<file path="src/rtl/fetch_sequencer_pkg.sv">
// Shared types and constants for the instruction fetch sequencer.
// Holds the control-state encoding, the buffered entry layout and default constants.
// Imported by the fetch buffer, the handshake interface users and the top.
package fetch_sequencer_pkg;

    // Fetch control state: RUN fetches, DRAIN empties the buffer after the
    // end-of-program word was seen, HALTED is terminal until reset.
    typedef enum logic [1:0] {
        ST_RUN    = 2'd0,
        ST_DRAIN  = 2'd1,
        ST_HALTED = 2'd2
    } state_e;

    // One fetch buffer slot: byte address of the instruction and the word itself.
    typedef struct packed {
        logic [31:0] pc;
        logic [31:0] instr;
    } fetch_entry_t;

    localparam logic [31:0] DEF_RESET_PC  = 32'h0000_0000;
    localparam logic [31:0] DEF_HALT_WORD = 32'hFFFF_FFFF;

    // Instruction memory is word addressed; the low two address bits are dropped.
    function automatic logic [31:0] word_align(input logic [31:0] addr);
        return addr & ~32'h3;
    endfunction

endpackage

</file>
<file path="src/rtl/fetch_sequencer_if.sv">
// Handshake bundle between fetch sequencer, instruction memory and decode.
// No latency of its own; plain wires.
// Decode backpressures through out_ready; memory read is combinational.
interface fetch_sequencer_if;

    // instruction memory side
    logic [31:0] im_addr;
    logic [31:0] im_data;

    // branch/jump redirect from execute
    logic        redirect_valid;
    logic [31:0] redirect_pc;

    // decode side
    logic        out_valid;
    logic        out_ready;
    logic [31:0] out_instr;
    logic [31:0] out_pc;

    // sequencer side of the bundle
    modport master (
        output im_addr,
        input  im_data,
        input  redirect_valid,
        input  redirect_pc,
        output out_valid,
        input  out_ready,
        output out_instr,
        output out_pc
    );

    // environment side: memory, redirect source and decode
    modport slave (
        input  im_addr,
        output im_data,
        output redirect_valid,
        output redirect_pc,
        input  out_valid,
        output out_ready,
        input  out_instr,
        input  out_pc
    );

endinterface

</file>
<file path="src/rtl/fetch_fifo.sv">
// DEPTH-entry synchronous FIFO of {pc, instr} with push, pop and single-cycle flush.
// Latency: pushed entry is at the head the cycle after the push; head read is combinational.
// Backpressure: caller must not push when full unless popping in the same cycle, nor pop when empty.
module fetch_fifo
    import fetch_sequencer_pkg::*;
#(
    parameter int DEPTH = 2,
    localparam int AW   = (DEPTH > 1) ? $clog2(DEPTH) : 1,
    localparam int CW   = AW + 1
) (
    input  logic          clk,
    input  logic          rst_n,
    input  logic          push_i,
    input  fetch_entry_t  push_dat_i,
    input  logic          pop_i,
    input  logic          flush_i,
    output fetch_entry_t  head_dat_o,
    output logic [CW-1:0] count_o
);

    fetch_entry_t  mem_q [DEPTH];
    logic [AW-1:0] wr_ptr_q, wr_ptr_d;
    logic [AW-1:0] rd_ptr_q, rd_ptr_d;
    logic [CW-1:0] count_q,  count_d;

    // Pointer and occupancy update; flush wins over any push/pop in the same cycle.
    always_comb begin
        wr_ptr_d = wr_ptr_q;
        rd_ptr_d = rd_ptr_q;
        count_d  = count_q;
        if (flush_i) begin
            wr_ptr_d = '0;
            rd_ptr_d = '0;
            count_d  = '0;
        end else begin
            if (push_i) begin
                wr_ptr_d = wr_ptr_q + AW'(1);
            end
            if (pop_i) begin
                rd_ptr_d = rd_ptr_q + AW'(1);
            end
            count_d = count_q + CW'(push_i) - CW'(pop_i);
        end
    end

    // Control registers, cleared asynchronously.
    always_ff @(posedge clk or negedge rst_n) begin
        if (!rst_n) begin
            wr_ptr_q <= '0;
            rd_ptr_q <= '0;
            count_q  <= '0;
        end else begin
            wr_ptr_q <= wr_ptr_d;
            rd_ptr_q <= rd_ptr_d;
            count_q  <= count_d;
        end
    end

    // Payload storage needs no reset: a slot is only observed after it was written.
    // When full with a simultaneous pop, the write lands in the slot being read out
    // this cycle, which is safe because the head is consumed on the same edge.
    always_ff @(posedge clk) begin
        if (push_i && !flush_i) begin
            mem_q[wr_ptr_q] <= push_dat_i;
        end
    end

    assign head_dat_o = mem_q[rd_ptr_q];
    assign count_o    = count_q;

endmodule

</file>
<file path="src/rtl/fetch_sequencer.sv">
// Owns the PC, fetches one word per cycle into a small buffer and hands {pc, instr} to decode.
// Latency: word fetched in cycle N is on out_* in cycle N+1; one fetch per cycle sustained.
// Backpressure: fetch stalls while the buffer is full and decode is not popping; out_* held stable.
module fetch_sequencer
    import fetch_sequencer_pkg::*;
#(
    parameter logic [31:0] RESET_PC  = DEF_RESET_PC,
    parameter int          DEPTH     = 2,
    parameter logic [31:0] HALT_WORD = DEF_HALT_WORD
) (
    input  logic                   clk,
    input  logic                   rst_n,
    fetch_sequencer_if.master      bus,
    output logic                   halted,
    output logic                   misalign_err,
    output logic [31:0]            fetch_count
);

    localparam int            CW      = ((DEPTH > 1) ? $clog2(DEPTH) : 1) + 1;
    localparam logic [CW-1:0] DEPTH_C = CW'(DEPTH);

    state_e        state_q, state_d;
    logic [31:0]   pc_q,    pc_d;
    logic [31:0]   fc_q,    fc_d;
    logic          mis_q,   mis_d;

    fetch_entry_t  head_dat;
    fetch_entry_t  push_dat;
    logic [CW-1:0] fifo_count;

    logic          head_vld;
    logic          redirect_eff;
    logic          pop_req;
    logic          fifo_pop;
    logic          room;
    logic          fetch_try;
    logic          sentinel;
    logic          push;

    // Handshake qualification: redirects are dead once halted, and a flush
    // discards the head, so a pop coinciding with a redirect is not a delivery.
    always_comb begin
        head_vld     = (fifo_count != '0) && (state_q != ST_HALTED);
        redirect_eff = bus.redirect_valid && (state_q != ST_HALTED);
        pop_req      = head_vld && bus.out_ready;
        fifo_pop     = pop_req && !redirect_eff;
        room         = (fifo_count < DEPTH_C) || pop_req;
        fetch_try    = (state_q == ST_RUN) && room && !redirect_eff;
        sentinel     = (bus.im_data == HALT_WORD);
        push         = fetch_try && !sentinel;
        push_dat     = '{pc: pc_q, instr: bus.im_data};
    end

    // Next control state; a redirect always returns to RUN because any
    // sentinel seen before it was fetched down a wrong path.
    always_comb begin
        state_d = state_q;
        if (redirect_eff) begin
            state_d = ST_RUN;
        end else begin
            case (state_q)
                ST_RUN: begin
                    if (fetch_try && sentinel) begin
                        state_d = ST_DRAIN;
                    end
                end
                ST_DRAIN: begin
                    if (fifo_count == '0) begin
                        state_d = ST_HALTED;
                    end
                end
                ST_HALTED: begin
                    state_d = ST_HALTED;
                end
                default: begin
                    state_d = ST_RUN;
                end
            endcase
        end
    end

    // PC, fetch counter and sticky misalignment flag.
    // The sentinel leaves the PC on itself so im_addr points at the last word read.
    always_comb begin
        pc_d  = pc_q;
        fc_d  = fc_q;
        mis_d = mis_q;
        if (redirect_eff) begin
            pc_d = word_align(bus.redirect_pc);
            if (bus.redirect_pc[1:0] != 2'b00) begin
                mis_d = 1'b1;
            end
        end else if (push) begin
            pc_d = pc_q + 32'd4;
            fc_d = fc_q + 32'd1;
        end
    end

    // State registers, all discarded immediately on reset.
    always_ff @(posedge clk or negedge rst_n) begin
        if (!rst_n) begin
            state_q <= ST_RUN;
            pc_q    <= RESET_PC;
            fc_q    <= '0;
            mis_q   <= 1'b0;
        end else begin
            state_q <= state_d;
            pc_q    <= pc_d;
            fc_q    <= fc_d;
            mis_q   <= mis_d;
        end
    end

    fetch_fifo #(
        .DEPTH (DEPTH)
    ) u_fifo (
        .clk        (clk),
        .rst_n      (rst_n),
        .push_i     (push),
        .push_dat_i (push_dat),
        .pop_i      (fifo_pop),
        .flush_i    (redirect_eff),
        .head_dat_o (head_dat),
        .count_o    (fifo_count)
    );

    // Outputs read as zero while the buffer is empty so decode never sees stale data.
    assign bus.im_addr   = pc_q;
    assign bus.out_valid = head_vld;
    assign bus.out_pc    = head_vld ? head_dat.pc    : 32'h0;
    assign bus.out_instr = head_vld ? head_dat.instr : 32'h0;
    assign halted        = (state_q == ST_HALTED);
    assign misalign_err  = mis_q;
    assign fetch_count   = fc_q;

endmodule

</file>
<file path="src/flat_wrapper.sv">
// flat-port wrapper written by rule: the top's interface ports become plain ports
module fetch_sequencer_flat import fetch_sequencer_pkg::*;
#(
    parameter logic [31:0] RESET_PC  = DEF_RESET_PC,
    parameter int          DEPTH     = 2,
    parameter logic [31:0] HALT_WORD = DEF_HALT_WORD
)
  (clk, rst_n, halted, misalign_err, fetch_count, bus_im_addr, bus_im_data, bus_redirect_valid, bus_redirect_pc, bus_out_valid, bus_out_ready, bus_out_instr, bus_out_pc);
  fetch_sequencer_if bus_i ();
  input  logic clk;
  input  logic rst_n;
  output logic halted;
  output logic misalign_err;
  output logic [31:0] fetch_count;
  output wire logic [$bits(bus_i.im_addr)-1:0] bus_im_addr;
  input wire logic [$bits(bus_i.im_data)-1:0] bus_im_data;
  input wire logic [$bits(bus_i.redirect_valid)-1:0] bus_redirect_valid;
  input wire logic [$bits(bus_i.redirect_pc)-1:0] bus_redirect_pc;
  output wire logic [$bits(bus_i.out_valid)-1:0] bus_out_valid;
  input wire logic [$bits(bus_i.out_ready)-1:0] bus_out_ready;
  output wire logic [$bits(bus_i.out_instr)-1:0] bus_out_instr;
  output wire logic [$bits(bus_i.out_pc)-1:0] bus_out_pc;
  assign bus_im_addr = bus_i.im_addr;
  assign bus_i.im_data = bus_im_data;
  assign bus_i.redirect_valid = bus_redirect_valid;
  assign bus_i.redirect_pc = bus_redirect_pc;
  assign bus_out_valid = bus_i.out_valid;
  assign bus_i.out_ready = bus_out_ready;
  assign bus_out_instr = bus_i.out_instr;
  assign bus_out_pc = bus_i.out_pc;
  fetch_sequencer #(.RESET_PC(RESET_PC), .DEPTH(DEPTH), .HALT_WORD(HALT_WORD)) u_core (.clk(clk), .rst_n(rst_n), .bus(bus_i), .halted(halted), .misalign_err(misalign_err), .fetch_count(fetch_count));
endmodule
</file>
<file path="config.mk">
export PLATFORM = sky130hd
export DESIGN_NAME = fetch_sequencer_flat
export DESIGN_NICKNAME = d
export VERILOG_FILES = /design/src/rtl/fetch_sequencer_pkg.sv /design/src/rtl/fetch_sequencer_if.sv /design/src/rtl/fetch_fifo.sv /design/src/rtl/fetch_sequencer.sv /design/src/flat_wrapper.sv
export SDC_FILE = /design/constraint.sdc
export NUM_CORES = 1
export LEC_CHECK = 0
export ABC_AREA = 1
export CAP_MARGIN = 20
export CORE_MARGIN = 2
export CORE_UTILIZATION = 40
export CTS_CLUSTER_SIZE = 40
export DETAILED_ROUTE_END_ITERATION = 12
export PLACE_DENSITY = 0.7
export REMOVE_ABC_BUFFERS = 1
export SYNTH_ARGS = -nofsm -noshare
export SYNTH_HDL_FRONTEND = slang
export SYNTH_SLANG_ARGS = --single-unit
</file>
<file path="constraint.sdc">
create_clock -name clk -period 3.99 [get_ports clk]
set_input_delay 0.798 -clock clk [delete_from_list [all_inputs] [get_ports clk]]
set_output_delay 0.798 -clock clk [all_outputs]
set_load 0.01 [all_outputs]
</file>
# --- After elaboration in Yosys (flattened, before gate mapping) ---
# Memories as Yosys holds them, arrays and structs flattened.
# Cells that the tools add are included.
word_totals:
  mem_count: 1
  register_bits: 71
  word_cells: 58
  ramBits: 128
op_classes:
  n_reduce_logical: 21
  n_addsub: 6
  eq_ne: 6
  bitwise: 1
  magnitude_cmp: 1
  mux: 15
mem_list:
  columns: ["memory", "depth", "word_bits", "rd", "rd_clocked_by_memory_dff", "wr", "line", "source"]
  rows:
  - ["u_core.u_fifo.mem_q", 2, 64, 1, 0, 1, "fetch_fifo.sv:21", "fetch_entry_t mem_q [DEPTH];"]
op_table:
  columns: ["operator", "n"]
  rows:
  - ["$mux W32", 4]
  - ["$add A32 B1 Y32 const B", 1]
  - ["$add A32 B3 Y32 const B", 1]
  - ["$eq A32 B32 Y1 const B", 1]
  - ["$logic_and A1 B1 Y1", 9]
  - ["$mux W2", 4]
  - ["$reduce_bool A2 Y1", 4]
  - ["$mux W1", 6]
  - ["$pmux W2 S3", 1]
  - ["$reduce_and A2 Y1", 3]
  - ["$logic_not A2 Y1", 2]
  - ["$ne A3 B1 Y1 const B", 1]
  - ["$ne A3 B2 Y1 const B", 1]
  - ["$add A1 B1 Y1 const B", 2]
  - ["$add A2 B1 Y2", 1]
  - ["$eq A2 B1 Y1 const B", 1]
  - ["$eq A2 B2 Y1 const B", 1]
  - ["$logic_not A1 Y1", 2]
  - ["$lt A2 B2 Y1 const B", 1]
  - ["$ne A2 B2 Y1 const B", 1]
  - ["$sub A2 B1 Y2", 1]
  - ["$logic_or A1 B1 Y1", 1]
  - ["$not A1 Y1", 1]

# --- Logic depth before layout (Yosys ltp) ---
# Gate-level depths: netlist (run 1).
depth:
  depth_word: 10
  mapped_depth: 13
  depth_no_buf: 12

# --- Cells and area by module ---
# From an unflattened synthesis (run 1), not the netlist that was laid out.
unflattened:
  cells_unflattened: 1116
  hier_area_um2: 10201.0
modules_own_cells:
  columns: ["module", "n_inst", "area_each_um2", "cells_each", "seq_area_each_um2"]
  rows:
  - ["fetch_sequencer", 1, 5215.0, 890, 1626.6]
  - ["fetch_fifo", 1, 4986.0, 226, 3943.8]

# --- Worst setup path after synthesis (run 1) ---
# Ideal clock, no wire load.
synth_timing:
  kind: "input to register"
  start: "in bus_out_ready"
  end: "mem u_core.u_fifo.mem_q[1][0] (netlist name), enable pin"
  t_required_ps: 3508
  slack_ps: -529
  cell_stages: 5
  setup_ps: 482
  arrival_time_ps: 4037
  cell_sequence: "nand3_2 a21oi_2 nand2_4 buf_1 nor2_1"
synth_via:
  elab_chain_len: 8
synth_lines:
  columns: ["item", "line", "source"]
  rows:
  - ["start, declared", "flat_wrapper.sv:20", "input wire logic [$bits(bus_i.out_ready)-1:0] bus_out_ready;"]
  - ["$logic_and A1 B1 Y1", "fetch_sequencer.sv:45", "pop_req = head_vld && bus.out_ready;"]
  - ["$logic_or A1 B1 Y1", "fetch_sequencer.sv:47", "room = (fifo_count < DEPTH_C) || pop_req;"]
  - ["$logic_and A1 B1 Y1 (2 in series)", "fetch_sequencer.sv:48", "fetch_try = (state_q == ST_RUN) && room && !redirect_eff;"]
  - ["$logic_and A1 B1 Y1", "fetch_sequencer.sv:50", "push = fetch_try && !sentinel;"]
  - ["$logic_and A1 B1 Y1", "fetch_fifo.sv:63", "if (push_i && !flush_i) begin"]
  - ["$mux W1", "fetch_fifo.sv:63", null]
  - ["$mux W1 (not written as such)", "fetch_fifo.sv:64", "mem_q[wr_ptr_q] <= push_dat_i;"]
  - ["end, declared", "fetch_fifo.sv:21", null]
# Every way passes these cells.

# --- Worst setup path after layout (run 1) ---
layout_timing:
  start: "reg u_core.state_q[0]"
  end: "out bus_out_instr[20]"
layout_via:
  elab_chain_len: 3
layout_lines:
  columns: ["item", "line", "source"]
  rows:
  - ["start, declared", "fetch_sequencer.sv:22", "state_e state_q, state_d;"]
  - ["start signal, assigned", "fetch_sequencer.sv:107", "state_q <= state_d;"]
  - ["$ne A2 B2 Y1", "fetch_sequencer.sv:43", "head_vld = (fifo_count != '0) && (state_q != ST_HALTED);"]
  - ["$logic_and A1 B1 Y1", "fetch_sequencer.sv:43", null]
  - ["$mux W32", "fetch_sequencer.sv:131", "assign bus.out_instr = head_vld ? head_dat.instr : 32'h0;"]
  - ["end, declared", "flat_wrapper.sv:21", "output wire logic [$bits(bus_i.out_instr)-1:0] bus_out_instr;"]
# Every way passes these cells.

==> results.md, run 1 <==
* Number of DRC violations after detailed routing at 0
* Series of cell instances along the critical path: inv_1, ha_1, inv_1, nand2_1, inv_2, buf_12, nand2_1, inv_1, clkdlybuf4s50_1
* CTS tree: yes
* Synthesized flop and latch total at 193
* Number of cells traversed by the worst register-to-register path at 8
* Part of the Yosys area used for sequential elements at 0.554
* Most used flip-flop cell after synthesis: sky130_fd_sc_hd__edfxtp_1
* Setup Buffers After CTS at 0
* Hold_buf cts at 0
* Cell Pwr Density at 618 nW/µm²
* Max-cap violation count at 0
* Most common cell in the synthesized netlist: sky130_fd_sc_hd__nand2_1
* Via count of the first global-routing pass at 8,106
* Post-synth ARST share at 0.358
* Slew HR at 0.362
* Wire length of the first global-routing pass at 41,300 µm
* Clock buffers created by TritonCTS at 17
* Growth of design area from synthesis to finish at 29.6%
* Top Ports at 199
* PortBufs at 194
* Portion of the clock cycle consumed by the worst path in the final layout at 0.884
* Reg-to-Reg Start: u_core.state_q[0]
* Routed via count divided by cell count at 4.77
* CTS H-Tree Depth at 4
* Data required time of the worst path at 3.19 ns
* Synthesized area divided by synthesized cell count at 8.11 µm²
* Placeable core region at 24,200 µm²
* Arrival time of data at the critical path endpoint at 2.73 ns
* Antenna violations before repair at 1
* FMAX at 283 MHz
* Worst skew pair latency at 0.44 ns
* Slack of the worst reg-to-reg path at 1.11 ns
* Number of enable-type register cells in the synthesized netlist at 124
* Critical path capture point: bus_out_instr[20]
* CP startpoint kind: register
* Grt ovf at 0
* Kind of cell with the highest combined delay on the critical path: buffers and inverters
* Main area contributors after synthesis: sky130_fd_sc_hd__edfxtp_1 38%, sky130_fd_sc_hd__nand2_1 21%, sky130_fd_sc_hd__dfrtp_1 18%
* DR WL/cell at 14.6 µm
* Router iterations before antenna repair at 5
* Sum of routed wire length over all layers at 25,400 µm
* HP Class: primary input to async pin
* Share of layout cells above drive strength 1 at 0.0545
* Unrepaired setup endpoints after global routing: false
* Number of diodes added for antenna fixing at 0
* Cell area after placement at 12,100 µm²
* Number of vias in the routed layout at 8,292
* CP max FO at 37
* Final-report hold violation count at 0
* Critical Path Start: u_core.state_q[0]
* Area share of the largest cell type after synthesis at 0.378
* Slowest cell delay on critical path at 0.55 ns
* Final cell utilization of the core at 0.526
* Total of warnings raised by yosys at 0
* Reg-to-reg endpoint: u_core.u_fifo.mem_q[1][9]
* Clock Skews at 0.0174 ns
* Overall die width at 161 µm
* Clock-pin slew on the worst setup and hold paths at 0.08 ns
* Root cell of the clock tree: sky130_fd_sc_hd__clkbuf_16
* Largest net degree at the start of global routing at 63
* Cell area after layout at 12,800 µm²
* Top cell by count, worst path: sky130_fd_sc_hd__inv_1
* Kind of end point of the critical path: output pin
* Count of pins over their slew limit at 0
* Synth top cells by count: 558 x sky130_fd_sc_hd__nand2_1, 128 x sky130_fd_sc_hd__inv_1, 124 x sky130_fd_sc_hd__edfxtp_1
* # fillers at 2,251
* Post-route worst setup slack at 0.462 ns
* Leakage component of the power at 5.74 nW
* Standard-cell row count at 57
* Count of different cell masters after synthesis at 35
* NumNets Final at 1,476
* Routability cong. at 0.868
* Residual antenna-violating net count after detailed routing at 0
* Post-Place Setup Slack at 0.528 ns
* Post-Synthesis Cell Area at 9840 µm²
* Period minus WS final at 3.53 ns
* Slowest cell on the critical path: sky130_fd_sc_hd__clkdlybuf4s50_1
* Total global routing track utilization at 0.202
* Die area at 25,900 µm²
* Outcome: completed
* Resized cells post-CTS at 0
* Y dimension of the die at 161 µm
* Number of DRC markers after the initial detailed-route iteration at 596
* Max VDD drop at 0.294 mV
* Mapped Cells at 1,214
* Dominant cell type by area after synthesis: sky130_fd_sc_hd__edfxtp_1
* Crit Path Category: register to output pin
* Initial standard-cell utilization of the core at 0.406
* Number of buffers and inverters on the critical path at 6
* Deepest clock path buffer count at 2
* Post-detail-place hpwl at 17,700 µm
* WP depth at 9
* Setup-violating endpoint count in the final report at 0
* Clock Sink Count at 193
* Slew of the pin with the lowest slew margin at 0.954 ns
## where the power goes
part	total, mW	switching [mW]	leakage (nW)	internal, mW
Clock	1.82	0.930	0.310	0.891
Sequential	3.05	0.334	2.05	2.72
Combinational	3.01	1.70	3.38	1.31
Total	7.89	2.96	5.74	4.93
## placed cells by master (no fill, tap or decap), types with 4 or more instances in the layout
cell / instances
sky130_fd_sc_hd__buf_4: 7
sky130_fd_sc_hd__clkbuf_16: 17
sky130_fd_sc_hd__clkdlybuf4s50_1: 193
sky130_fd_sc_hd__clkinv_8: 4
sky130_fd_sc_hd__conb_1: 4
sky130_fd_sc_hd__dfrtp_1: 68
sky130_fd_sc_hd__edfxtp_1: 124
sky130_fd_sc_hd__ha_1: 8
sky130_fd_sc_hd__inv_1: 127
sky130_fd_sc_hd__inv_12: 6
sky130_fd_sc_hd__inv_2: 7
sky130_fd_sc_hd__nand2_1: 558
sky130_fd_sc_hd__nand3_1: 60
sky130_fd_sc_hd__nand3b_1: 7
sky130_fd_sc_hd__nand4_1: 8
sky130_fd_sc_hd__nor2_1: 101
sky130_fd_sc_hd__nor3_1: 8
sky130_fd_sc_hd__o21ai_0: 37
sky130_fd_sc_hd__or2_2: 12
sky130_fd_sc_hd__xnor2_1: 5
sky130_fd_sc_hd__xor2_1: 19
## through the flow
step,setup TNS [ns],power (mW),hold slack (ns),instances
2_1_floorplan,-80.09,4.50,0.467,1177
3_3_place_gp,0,6.08,0.468,1705
3_5_place_dp,0,6.13,0.466,1705
4_1_cts,0,7.97,0.494,1737
5_1_grt,0,8.40,0.530,1737
6_report,0,7.89,0.490,1737
## sequential cells by signal (all words and copies together), names as in the netlist
name	cells
u_core.misalign_err	1
u_core.u_fifo.count_o	2
u_core.u_fifo.rd_ptr_q	1
u_core.state_q	2
u_core.u_fifo.wr_ptr_q	1
u_core.fetch_count	32
u_core.bus.im_addr	30
u_core.u_fifo.mem_q	124
## layout make-up
cell class	count	area, µm²	share of cell area
multi-input cells	850	3700	0.290
repair buffers	204	2050	0.161
flip-flops and latches	193	5450	0.427
well taps	324	405	0.0318
inverters	134	503	0.0394
clock buffers	17	425	0.0334
clock inverters	15	220	0.0173
## cell families (layout without fill, tap and decap cells)
family / count (synthesis) / in the layout / synth area share
XOR/XNOR: 25 / 25 / 0.0230
flip-flops: 193 / 193 / 0.554
adder cells (fa/ha/maj): 8 / 8 / 0.0102
other: 1 / 4 / 0.000381
buffers and inverters: 174 / 370 / 0.0723
AND/OR/NAND/NOR: 766 / 766 / 0.315
AO/OA/AOI/OAI: 47 / 47 / 0.0257
## layer usage
metal	up-vias	share of wire	global-route usage
li1	4156	-	-
met4	2	0.017	0.0621
met5	-	0.00051	0
met3	33	0.060	0.0359
met1	3833	0.45	0.271
met2	268	0.47	0.335
## worst min path at each step
stage                   startpoint                     end  slack (ns)  cells after the start
6_report                     rst_n  u_core.fetch_count[28]        0.49                      1
5_1_grt        u_core.misalign_err     u_core.misalign_err        0.53                      1
4_1_cts        u_core.misalign_err     u_core.misalign_err        0.49                      1
3_5_place_dp   u_core.misalign_err     u_core.misalign_err        0.47                      1
3_3_place_gp   u_core.misalign_err     u_core.misalign_err        0.47                      1
2_1_floorplan    u_core.state_q[1]       u_core.state_q[1]        0.47                      2
Power figures use the tool's default switching activity.
==> inputs of run 2 (changes only) <==
CAP_MARGIN = default   (was 20)
==> results of run 2 <==
The final DEF is identical to that of run 1; final timing and power are the same.
==> inputs of run 3 (changes only) <==
PLACE_DENSITY = 0.68   (was 0.7)
clock period = 4.3 ns   (was 3.99 ns; I/O delays follow)
==> results.md, run 3 (synthesized netlist as in run 1, its figures left out) <==
* Outcome: completed (unchanged)
* Number of vias in the routed layout at 8,265 (was 8,292)
* Cell area after layout at 12,700 µm² (was 12,800 µm²)
* Clock-pin slew on the worst setup and hold paths at 0.09 ns (was 0.08 ns)
* Slew HR at 0.391 (was 0.362)
* Sum of routed wire length over all layers at 25,600 µm (was 25,400 µm)
* Number of DRC violations after detailed routing at 0 (unchanged)
* Clock Power Share at 0.225 (was 0.231)
* Post-Place Setup Slack at 0.889 ns (was 0.528 ns)
* Post-route worst setup slack at 0.631 ns (was 0.462 ns)
* Number of placed instances, taps included at 1,704 (was 1,705)
* Wire length of the first global-routing pass at 40,700 µm (was 41,300 µm)
* HP Class: primary input to async pin (unchanged)
* DR WL/cell at 14.8 µm (was 14.6 µm)
* Clock buffers created by TritonCTS at 17 (unchanged)
* Total global routing track utilization at 0.199 (was 0.202)
* Leakage component of the power at 5.72 nW (was 5.74 nW)
* Initial standard-cell utilization of the core at 0.406 (unchanged)
* Crit Path Category: register to output pin (unchanged)
* NumNets Final at 1,475 (was 1,476)
* Y dimension of the die at 161 µm (unchanged)
* Die area at 25,900 µm² (unchanged)
* Antenna violations before repair at 1 (unchanged)
* CTS H-Tree Depth at 4 (unchanged)
* Kind of cell with the highest combined delay on the critical path: buffers and inverters (unchanged)
* PortBufs at 194 (unchanged)
* Slowest cell on the critical path: sky130_fd_sc_hd__clkdlybuf4s50_1 (unchanged)
* Routed via count divided by cell count at 4.76 (was 4.77)
* Top cell by count, worst path: sky130_fd_sc_hd__inv_1 (unchanged)
* Number of DRC markers after the initial detailed-route iteration at 537 (was 596)
* Max-cap violation count at 0 (unchanged)
* CP max FO at 32 (was 37)
* Most flop-heavy register: u_core.u_fifo.mem_q (unchanged)
* Arrival time of data at the critical path endpoint at 2.81 ns (was 2.73 ns)
* CTS tree: yes (unchanged)
* Top Ports at 199 (unchanged)
* Count of pins over their slew limit at 0 (unchanged)
* Root cell of the clock tree: sky130_fd_sc_hd__clkbuf_16 (unchanged)
* Setup-violating endpoint count in the final report at 0 (unchanged)
* Resized cells post-CTS at 0 (unchanged)
* Placeable core region at 24,200 µm² (unchanged)
* Via count of the first global-routing pass at 7,818 (was 8,106)
* Largest net degree at the start of global routing at 63 (unchanged)
* Clock Skews at 0.0175 ns (was 0.0174 ns)
* Cell area after placement at 12,100 µm² (about the same)
* Commonest non-fill, non-tap cell in the layout: sky130_fd_sc_hd__nand2_1 (unchanged)
* Combinational power share at 0.383 (was 0.382)
* Max VDD drop at 0.269 mV (was 0.294 mV)
* Most frequent cells in the layout: 558 x sky130_fd_sc_hd__nand2_1, 193 x sky130_fd_sc_hd__clkdlybuf4s50_1, 127 x sky130_fd_sc_hd__inv_1 (unchanged)
* Grt ovf at 0 (unchanged)
* Data required time of the worst path at 3.44 ns (was 3.19 ns)
* Router iterations before antenna repair at 5 (unchanged)
* Slowest cell delay on critical path at 0.57 ns (was 0.55 ns)
* Hold_buf cts at 0 (unchanged)
* Worst skew pair latency at 0.44 ns (about the same)
* Standard-cell row count at 57 (unchanged)
* Kind of end point of the critical path: output pin (unchanged)
* Growth of design area from synthesis to finish at 29.1% (was 29.6%)
* Sequential power share at 0.392 (was 0.387)
* Share of layout cells above drive strength 1 at 0.0538 (was 0.0545)
* Count of placed standard cells in the final layout, fillers left out at 1,737 (unchanged)
* CP startpoint kind: register (unchanged)
* Clock Sink Count at 193 (unchanged)
* Residual antenna-violating net count after detailed routing at 0 (unchanged)
* Switching portion of total power at 0.373 (was 0.375)
* Series of cell instances along the critical path: inv_1, ha_1, inv_1, nand2_1, inv_2, buf_12, nand2_1, inv_1, clkdlybuf4s50_1 (unchanged)
* Post-detail-place hpwl at 17,400 µm (was 17,700 µm)
* Overall die width at 161 µm (unchanged)
* Unrepaired setup endpoints after global routing: false (unchanged)
* FMAX at 273 MHz
* Number of buffers and inverters on the critical path at 6 (unchanged)
* Setup Buffers After CTS at 0 (unchanged)
* Final total negative setup slack at 0 ns (unchanged)
* NetSw at 2.71 mW (was 2.96 mW)
* # fillers at 2,230 (was 2,251)
* Number of flip-flops in the largest register at 124 (unchanged)
* Design Power at 7.25 mW (was 7.89 mW)
* Slew of the pin with the lowest slew margin at 0.913 ns (was 0.954 ns)
* Deepest clock path buffer count at 2 (unchanged)
* Portion of the clock cycle consumed by the worst path in the final layout at 0.853
* Routability cong. at 0.882 (was 0.868)
* Final-report hold violation count at 0 (unchanged)
* Period minus WS final at 3.67 ns
* Internal power of the cells at 4.54 mW (was 4.93 mW)
* Cell Pwr Density at 571 nW/µm² (was 618 nW/µm²)
[run 3: power by group through the flow]
stage / clock (mW) / sequential, mW / combinational (mW)
2_1_floorplan: 0 / 2.89 / 1.29
3_3_place_gp: 0 / 2.87 / 2.78
3_5_place_dp: 0 / 2.88 / 2.81
4_1_cts: 1.66 / 2.84 / 2.82
5_1_grt: 1.73 / 2.90 / 3.08
6_report: 1.63 / 2.84 / 2.78
[run 3: routing by layer]
| metal | GRT usage | routed length, µm |
|---|---|---|
| met3 | 0.0343 | 1400 |
| met4 | 0.0446 | 218 |
| met2 | 0.329 | 11700 |
| met5 | 0 | 0 |
| met1 | 0.276 | 12300 |
[run 3: path summary, 6_finish.rpt]
check | from | to | slack (ns) | depth (start not counted)
worst max-delay path | u_core.state_q[0] | bus_out_instr[17] | 0.63 | 9
worst min-delay path | rst_n | u_core.fetch_count[20] | 0.46 | 1
worst max register to register | u_core.state_q[0] | u_core.u_fifo.mem_q[0][55] | 1.53 | 10
worst min register to register | u_core.misalign_err | u_core.misalign_err | 0.49 | 1
max in group asynchronous | rst_n | u_core.bus.im_addr[28] | 3.04 | 2
min in group clk | u_core.misalign_err | u_core.misalign_err | 0.49 | 1
[run 3: final cells by class]
class	count	area [µm²]	area share
clock buffers	17	425	0.0335
repair buffers	203	2030	0.160
clock inverters	15	194	0.0153
inverters	134	503	0.0396
multi-input cells	850	3700	0.291
flip-flops and latches	193	5450	0.429
well taps	324	405	0.0319
diodes	1	2.50	0.000197
[run 3: worst reg2reg max path, delay by kind of cell, from the launching register on]
kind            cells  cell delay (ns)
fa+ha+maj           1             0.22
compound gates      1             0.22
buf+inv             5             1.05
flops               1             0.39
simple gates        3             0.46
[run 3: stage by stage]
step            util  hold WS (ns)
4_1_cts        0.524         0.486
3_3_place_gp   0.498         0.468
3_5_place_dp   0.498         0.465
6_report       0.524         0.464
5_1_grt        0.524         0.526
2_1_floorplan      -         0.467
